[config.mk]
export PLATFORM = sky130hd
export DESIGN_NAME = serial_adder
export DESIGN_NICKNAME = d
export VERILOG_FILES = /design/src/rtl/serial_adder.sv
export SDC_FILE = /design/constraint.sdc
export NUM_CORES = 1
export LEC_CHECK = 0
export CORE_ASPECT_RATIO = 0.5
export CORE_MARGIN = 5
export CORE_UTILIZATION = 49
export CTS_CLUSTER_SIZE = 24
export DETAILED_ROUTE_END_ITERATION = 7
export MAX_ROUTING_LAYER = met4
export PLACE_DENSITY_LB_ADDON = 0.2
export SLEW_MARGIN = 0
export SYNTH_ARGS = -nofsm -noshare
export SYNTH_HDL_FRONTEND = slang
export SYNTH_SLANG_ARGS = --single-unit
[constraint.sdc]
create_clock -name clk -period 1.8 [get_ports clk]
set_input_delay 0.54 -clock clk [delete_from_list [all_inputs] [get_ports clk]]
set_output_delay 0.54 -clock clk [all_outputs]
set_load 0.005 [all_outputs]
[src/rtl/serial_adder.sv]
// serial_adder: digit-serial adder. Adds two WIDTH-bit operands DIGIT bits per clock
// through one DIGIT-bit adder slice and a carry flop, with valid/ready on both sides.
// Optional feature macro: SERIAL_ADDER_SUB_EN adds a 'subtract' port (inA - inB).
module serial_adder #(
    parameter int unsigned WIDTH = 8,
    parameter int unsigned DIGIT = 1
) (
    input  logic             clk,
    input  logic             reset,
    input  logic [WIDTH-1:0] inA,
    input  logic [WIDTH-1:0] inB,
    input  logic             carryIn,
`ifdef SERIAL_ADDER_SUB_EN
    input  logic             subtract,
`endif
    input  logic             startValid,
    output logic             startReady,
    output logic [WIDTH-1:0] sum,
    output logic             carry,
    output logic             outValid,
    input  logic             outReady
);

    localparam int unsigned Steps = (DIGIT == 0) ? 1 : WIDTH / DIGIT;
    localparam int unsigned CntW  = (Steps > 1) ? $clog2(Steps) : 1;

    if (WIDTH == 0 || DIGIT == 0 || (WIDTH % DIGIT) != 0) begin : g_param_check
        $error("serial_adder: WIDTH must be >= 1 and a multiple of DIGIT");
    end

    typedef enum logic [1:0] {StIdle, StRun, StDone} state_e;

    state_e           r_state, w_state_d;
    logic [WIDTH-1:0] r_a, w_a_d;
    logic [WIDTH-1:0] r_b, w_b_d;
    logic [WIDTH-1:0] r_sum, w_sum_d;
    logic             r_carry, w_carry_d;
    logic [CntW-1:0]  r_cnt, w_cnt_d;

    logic [WIDTH-1:0] w_b_load;
    logic             w_cin_load;
    logic [DIGIT:0]   w_step;
    logic             w_start;
    logic             w_last;

    // Operand B and carry-in as latched on the start handshake.
`ifdef SERIAL_ADDER_SUB_EN
    // Subtraction as A + ~B + 1; the final carry is then NOT borrow.
    assign w_b_load   = subtract ? ~inB : inB;
    assign w_cin_load = subtract ? 1'b1 : carryIn;
`else
    assign w_b_load   = inB;
    assign w_cin_load = carryIn;
`endif

    assign startReady = (r_state == StIdle) || ((r_state == StDone) && outReady);
    assign w_start    = startValid && startReady;
    assign w_last     = (r_cnt == CntW'(Steps - 1));

    assign sum      = r_sum;
    assign carry    = r_carry;
    assign outValid = (r_state == StDone);

    // One DIGIT-bit adder slice; operands are shifted right so the active slice is always low.
    always_comb begin
        w_step = {1'b0, r_a[DIGIT-1:0]} + {1'b0, r_b[DIGIT-1:0]} + {{DIGIT{1'b0}}, r_carry};
    end

    // Next-state and datapath update.
    always_comb begin
        w_state_d = r_state;
        w_a_d     = r_a;
        w_b_d     = r_b;
        w_sum_d   = r_sum;
        w_carry_d = r_carry;
        w_cnt_d   = r_cnt;

        unique case (r_state)
            StIdle: ;
            StRun: begin
                w_a_d     = r_a >> DIGIT;
                w_b_d     = r_b >> DIGIT;
                // Result slices enter at the top and reach their final place after Steps shifts.
                w_sum_d   = (r_sum >> DIGIT) | (WIDTH'(w_step[DIGIT-1:0]) << (WIDTH - DIGIT));
                w_carry_d = w_step[DIGIT];
                if (w_last) begin
                    w_state_d = StDone;
                end else begin
                    w_cnt_d = r_cnt + 1'b1;
                end
            end
            StDone: begin
                if (outReady) begin
                    w_state_d = StIdle;
                end
            end
            default: w_state_d = StIdle;
        endcase

        // A start handshake (from IDLE, or DONE with the result taken) overrides the above.
        if (w_start) begin
            w_state_d = StRun;
            w_a_d     = inA;
            w_b_d     = w_b_load;
            w_carry_d = w_cin_load;
            w_cnt_d   = '0;
        end
    end

    // State register with synchronous reset.
    always_ff @(posedge clk) begin
        if (reset) begin
            r_state <= StIdle;
            r_a     <= '0;
            r_b     <= '0;
            r_sum   <= '0;
            r_carry <= 1'b0;
            r_cnt   <= '0;
        end else begin
            r_state <= w_state_d;
            r_a     <= w_a_d;
            r_b     <= w_b_d;
            r_sum   <= w_sum_d;
            r_carry <= w_carry_d;
            r_cnt   <= w_cnt_d;
        end
    end

endmodule
==> impl_metrics.py, run 1 <==
metrics = {
    "timing": {
        "relSlewSlack": 0.720,
        "final_hold_viol_count": 0,
        "timing.fmax_ghz": 0.585,
        "number_of_setup_violations_in_the_final_report": 0,
        "fin_skew_ns": 0.00289,
        "worst_pin_slew_ns": 0.419,
        "grt_setup_unrepaired": "no",
        "slew_violations": 0,
        "setup_ws_ns": 0.0910,
        "period_minus_slack_ns": 1.71,
        "final_worst_path_period_share": 0.949,
        "holdWs_ns": 0.467,
    },
    "route": {
        "detail_route.wirelength_um": 3130,
        "first_iter_violations": 43,
        "vias_per_cell": 5.46,
        "avgRoutedWirePerCell_um": 13.7,
        "route.detailed.drc": 0,
        "vias": 1246,
        "drtAntennaViolNets": 0,
        "drtPass1Iterations": 4,
    },
    "floorplanning": {
        "initial_core_util": 0.533,
        "die_h_um": 48.3,
        "core_area_um2": 2700,
        "rows": 13,
        "num_io_pins": 32,
        "floorplan.die.width_um": 86.7,
        "die-area_um2": 4190,
    },
    "global_routing": {
        "vias_in_the_first_global_route": 1181,
        "grt.overflow.total": 0,
        "grt_antenna_before_repair": 0,
        "track_usage": 0.162,
        "pin_count_of_the_biggest_net_entering_global_routing": 31,
        "grt_first_pass_wirelength_um": 5260,
    },
    "power_and_ir_drop": {
        "powerDensity_nw_per_um2": 797,
        "power.leakage_uw": 0.000656,
        "peakVddDrop_v": 0.000487,
    },
    "clock_network": {
        "cts-buffers-inserted": 5,
        "htreeDepth": 2,
        "root_buffer_cell": "sky130_fd_sc_hd__clkbuf_8",
        "cts.clk_slew.worst_paths_ns": 0.06,
        "clock_sinks": 30,
        "clockBufferDepth": 2,
        "clk-insertion-delay-late_ns": 0.27,
        "ctsHoldBuffers": 0,
        "tritoncts": "built",
    },
    "critical_path": {
        "critical_path_cell_by_cell": "clkdlybuf4s50_1",
        "critical-path-slowest-cell": "sky130_fd_sc_hd__clkdlybuf4s50_1",
        "cpLargestDelayFamily": "buffers and inverters",
        "critical_path_required_ns": 1.26,
        "slowest_delay_ns": 0.52,
        "crit_path_end_kind": "output port",
        "critPathMaxFanout": 3,
        "critPathLaunchType": "flop",
        "path_buf_inv": 1,
        "data_arrival_time_of_the_critical_path_ns": 1.17,
        "critical_path_class": "flop to output port",
    },
    "yosys": {
        "synth_mux_area_frac": 0.0139,
        "synth-xor-area-share": 0.00608,
        "yosys_warnings": 0,
        "synth_top_family_by_area": "simple AND/OR/NAND/NOR gates",
        "post_synth_and_or_nand_nor_area_fraction": 0.257,
        "synth.yosys.seq_area_share": 0.417,
        "syn_inst": 158,
        "synth-adder-area-share": 0.0313,
        "postSynthRegisterBits": 30,
        "synth_compound_gate_area_share": 0.198,
        "netlist_area_um2": 1440,
        "ys_types": 25,
        "synthesis.area_per_instance_um2": 9.11,
        "syn-num-nets": 182,
    },
    "place": {
        "pre_cts_ws_ns": -0.530,
        "buffers_added_on_ports": 31,
        "finalWeightedCongestion": 0.781,
        "dpl.hpwl_um": 2150,
    },
    "cells_and_area": {
        "synthToLayoutAreaGrowth_pct": 27.7,
        "n_antenna_cell": 0,
        "filler_cell_count": 242,
        "nNetsFinal": 215,
        "multi_input_area_um2": 729,
        "final-seq-area_um2": 604,
        "post_route_cells_drive_above_1_share": 0.178,
    },
    "hold_path": {
        "hold_path_class": "flop to flop",
    },
    "flow_run": {
        "maxCapViolations": 0,
    },
    "outcome": {
        "run_status": "finished, final reports clean",
    },
}
==> cell families (layout without fill, tap and decap cells) <==
group           count (synthesis)  in the layout
flops                          30             30
compound gates                 29             29
fa+ha+maj                       3              3
buf+inv                        14             47
simple gates                   79             79
mux                             2              2
xor+xnor                        1              1
==> final cells by class <==
cell class | instances | area share
Timing Repair Buffer | 40 | 0.208
Clock buffer | 7 | 0.0415
Sequential cell | 30 | 0.329
Multi-Input combinational cell | 114 | 0.397
Tap cell | 37 | 0.0252
==> state kept, by name, summed over array words and instances, names as in the netlist <==
register	cells
r_cnt	3
r_b	8
r_state	2
r_a	8
carry	1
sum	8
==> metal layers <==
layer	wire, um	GRT usage
met5	0	-
met2	1480	0.256
met1	1470	0.197
met3	151	0.0506
met4	28	0.0544
==> cell usage in the layout, fill, tap and decap left out, drive strengths merged <==
cell / n
a21oi: 11
dlygate4sd2: 2
clkbuf: 7
xnor2: 1
ha: 2
o211ai: 2
clkdlybuf4s50: 28
nand2: 47
nor3b: 1
nor3: 18
mux2i: 2
a2bb2oi: 1
nor2b: 2
buf: 10
and2b: 2
nand2b: 3
nor2: 4
fa: 1
dfxtp: 30
nand3: 2
a311oi: 15
==> where the power goes <==
part / internal [uW] / switching (uW)
registers: 703 / 25.9
clock network: 265 / 229
logic: 120 / 121
total: 1090 / 376
==> synth_stat cells <==
master | instances | area share
sky130_fd_sc_hd__nor2b_1 | 2 | 0.0087
sky130_fd_sc_hd__nor2_1 | 3 | 0.0078
sky130_fd_sc_hd__nor2_2 | 1 | 0.0043
sky130_fd_sc_hd__clkbuf_1 | 3 | 0.0078
sky130_fd_sc_hd__nor3b_2 | 1 | 0.0087
sky130_fd_sc_hd__dfxtp_1 | 30 | 0.42
sky130_fd_sc_hd__nand2b_1 | 3 | 0.013
sky130_fd_sc_hd__buf_4 | 5 | 0.026
sky130_fd_sc_hd__nand3_1 | 2 | 0.0070
sky130_fd_sc_hd__nand2_1 | 46 | 0.12
sky130_fd_sc_hd__mux2i_1 | 2 | 0.014
sky130_fd_sc_hd__and2b_1 | 2 | 0.010
sky130_fd_sc_hd__fa_1 | 1 | 0.014
sky130_fd_sc_hd__ha_1 | 2 | 0.017
sky130_fd_sc_hd__a311oi_1 | 3 | 0.018
sky130_fd_sc_hd__xnor2_1 | 1 | 0.0061
sky130_fd_sc_hd__buf_6 | 5 | 0.039
sky130_fd_sc_hd__o211ai_1 | 2 | 0.010
sky130_fd_sc_hd__nand2_2 | 1 | 0.0043
sky130_fd_sc_hd__a21oi_1 | 11 | 0.038
sky130_fd_sc_hd__a2bb2oi_1 | 1 | 0.0061
sky130_fd_sc_hd__nor3_1 | 15 | 0.052
sky130_fd_sc_hd__buf_2 | 1 | 0.0035
sky130_fd_sc_hd__a311oi_2 | 12 | 0.13
sky130_fd_sc_hd__nor3_2 | 3 | 0.021
==> repair_timing <==
item	4_1_cts	5_1_grt
resized for setup	8	0
buffers inserted	1	0
setup endpoints to repair	2	0
==> through the flow <==
step	area [um^2]	total power, uW	setup TNS (ns)	std cells	utilization
finish	1840	1470	0	228	0.681
global route	1840	1530	0	228	0.681
CTS	1840	1480	0	228	0.681
detailed placement	1760	989	-1.38	220	0.652
global placement	1760	983	-0.862	220	0.652
floorplan	1440	906	0	158	-
==> final timing paths <==
check / cells past startpoint / slack [ns] / from / end
setup / recovery: 1 / 0.09 / carry$_SDFFE_PP0P_ / carry
hold / removal: 2 / 0.47 / sum[2]$_SDFFE_PP0P_ / sum[1]$_SDFFE_PP0P_
setup reg to reg: 5 / 0.28 / r_cnt[0]$_SDFFE_PP0P_ / r_cnt[2]$_SDFFE_PP0P_
hold reg to reg: 2 / 0.47 / sum[2]$_SDFFE_PP0P_ / sum[1]$_SDFFE_PP0P_
Note: power is estimated with default switching activity, not from simulation.
==> inputs of run 2 (changes only) <==
--- a/config.mk
+++ b/config.mk
@@ -12,6 +12,7 @@
 export DETAILED_ROUTE_END_ITERATION = 7
 export MAX_ROUTING_LAYER = met4
 export PLACE_DENSITY_LB_ADDON = 0.2
+export RECOVER_POWER = 100
 export SLEW_MARGIN = 0
 export SYNTH_ARGS = -nofsm -noshare
 export SYNTH_HDL_FRONTEND = slang
==> run 2 against run 1 <==
Net effect: sequential power hardly changed; power is 1.9% lower; clock-buffer cell count stayed put; first-iteration DRC count is 33% higher; flip-flop and latch count stayed put; combinational power is 12% lower; wire length is 0.45% higher; die area stayed put; cell count stayed put; sequential share of layout area is 1.7 points higher; setup slack hardly changed; largest cell class unchanged; highest routed layer unchanged.
==> impl_metrics.py, run 2 (same netlist as run 1, synthesis figures left out) <==
metrics = {
    "power_and_ir_drop": {
        "power.total_uw": 1440,
        "intPower_uw": 1070,
        "power.leakage_uw": 0.000639,
        "peakVddDrop_v": 0.000483,
        "switching_share": 0.253,
        "share_seq_of_total_power": 0.507,
        "powerDensity_nw_per_um2": 822,
        "clock_power_share": 0.345,
        "comb_power_share": 0.148,
        "switchingPower_uw": 364,
    },
    "place": {
        "dpl.hpwl_um": 2150,
        "finalWeightedCongestion": 0.781,
        "buffers_added_on_ports": 31,
        "placedInstanceArea_um2": 1760,
    },
    "timing": {
        "worst_pin_slew_ns": 0.639,
        "post_route_setup_tns_ns": 0,
        "final_worst_path_period_share": 0.949,
        "number_of_setup_violations_in_the_final_report": 0,
        "slew_violations": 0,
        "fin_skew_ns": 0.00315,
        "period_minus_slack_ns": 1.71,
        "relSlewSlack": 0.574,
        "final_hold_viol_count": 0,
        "grt_setup_unrepaired": "no",
        "timing.fmax_ghz": 0.585,
    },
    "floorplanning": {
        "core_area_um2": 2700,
        "rows": 13,
        "floorplan.die.width_um": 86.7,
        "initial_core_util": 0.533,
        "num_io_pins": 32,
        "die-area_um2": 4190,
        "die_h_um": 48.3,
    },
    "clock_network": {
        "htreeDepth": 2,
        "clk-insertion-delay-late_ns": 0.27,
        "root_buffer_cell": "sky130_fd_sc_hd__clkbuf_8",
        "ctsHoldBuffers": 0,
        "cts.clk_slew.worst_paths_ns": 0.06,
        "clock_sinks": 30,
        "cts-buffers-inserted": 5,
        "tritoncts": "built",
        "clockBufferDepth": 2,
    },
    "critical_path": {
        "critPathMaxFanout": 2,
        "critical_path_class": "flop to output port",
        "data_arrival_time_of_the_critical_path_ns": 1.17,
        "critPathLaunchType": "flop",
        "critical_path_cell_by_cell": "dlygate4sd3_1",
        "path_buf_inv": 1,
        "crit_path_end_kind": "output port",
        "cpLargestDelayFamily": "buffers and inverters",
        "critical-path-slowest-cell": "sky130_fd_sc_hd__dlygate4sd3_1",
        "critical_path_required_ns": 1.26,
        "slowest_delay_ns": 0.57,
    },
    "cells_and_area": {
        "synthToLayoutAreaGrowth_pct": 21.5,
        "nNetsFinal": 215,
        "n_antenna_cell": 0,
        "mostFrequentLayoutCells": "46 x sky130_fd_sc_hd__nand2_1, 29 x sky130_fd_sc_hd__dfxtp_1, 27 x sky130_fd_sc_hd__clkdlybuf4s50_1",
        "filler_cell_count": 254,
        "post_route_cells_drive_above_1_share": 0.110,
        "finish.instance_area_um2": 1750,
        "mostFrequentLayoutCell": "sky130_fd_sc_hd__nand2_1",
    },
    "global_routing": {
        "vias_in_the_first_global_route": 1181,
        "grt.overflow.total": 0,
        "track_usage": 0.162,
        "pin_count_of_the_biggest_net_entering_global_routing": 31,
        "grt_first_pass_wirelength_um": 5260,
        "grt_antenna_before_repair": 0,
    },
    "route": {
        "vias_per_cell": 5.46,
        "vias": 1244,
        "detail_route.wirelength_um": 3150,
        "drtPass1Iterations": 4,
        "drtAntennaViolNets": 0,
        "avgRoutedWirePerCell_um": 13.8,
        "first_iter_violations": 57,
        "route.detailed.drc": 0,
    },
    "hold_path": {
        "hold_path_class": "flop to flop",
    },
    "flow_run": {
        "maxCapViolations": 0,
    },
    "outcome": {
        "run_status": "finished, final reports clean",
    },
}
-- run 2: area by class of cell --
cell class | count | area (um^2) | share of cell area
Multi-Input combinational cell | 114 | 656 | 0.375
Sequential cell | 30 | 604 | 0.345
Clock buffer | 7 | 76.3 | 0.0436
Tap cell | 37 | 46.3 | 0.0265
Timing Repair Buffer | 40 | 367 | 0.210
-- run 2: what timing repair did --
action	in CTS	in global routing
resized for setup	8	0
buffers inserted	1	0
setup endpoints to repair	2	0
-- run 2: power by group through the flow --
stage                     clock [uW]  sequential (uW)  combinational, uW
after CTS                        508              729                244
after floorplan                    0              739                167
final                            496              730                213
after global routing             532              735                236
after global placement             0              743                240
after detailed placement           0              745                245
-- run 2: through the flow --
stage / util / instances / setup WS [ns] / hold slack [ns]
finish: 0.648 / 228 / 0.0915 / 0.467
CTS: 0.681 / 228 / 0.0731 / 0.472
global route: 0.648 / 228 / 0.0284 / 0.499
global placement: 0.652 / 220 / -0.504 / 0.443
floorplan: - / 158 / 0.182 / 0.453
detailed placement: 0.652 / 220 / -0.530 / 0.452
-- run 2: per-layer routing --
metal	share of wire	GRT usage	vias to the layer above
met5	0	-	-
met4	0.0089	0.0544	0
met3	0.052	0.0506	4
met2	0.47	0.256	30
met1	0.47	0.197	594
li1	-	-	616
-- run 2: final timing paths --
kind | start | slack, ns | to | cells after the start
setup / recovery | sum[0]$_SDFFE_PP0P_ | 0.09 | sum[0] | 1
hold / removal | sum[2]$_SDFFE_PP0P_ | 0.47 | sum[1]$_SDFFE_PP0P_ | 2
setup reg to reg | r_cnt[0]$_SDFFE_PP0P_ | 0.26 | r_cnt[2]$_SDFFE_PP0P_ | 5
hold reg to reg | sum[2]$_SDFFE_PP0P_ | 0.47 | sum[1]$_SDFFE_PP0P_ | 2
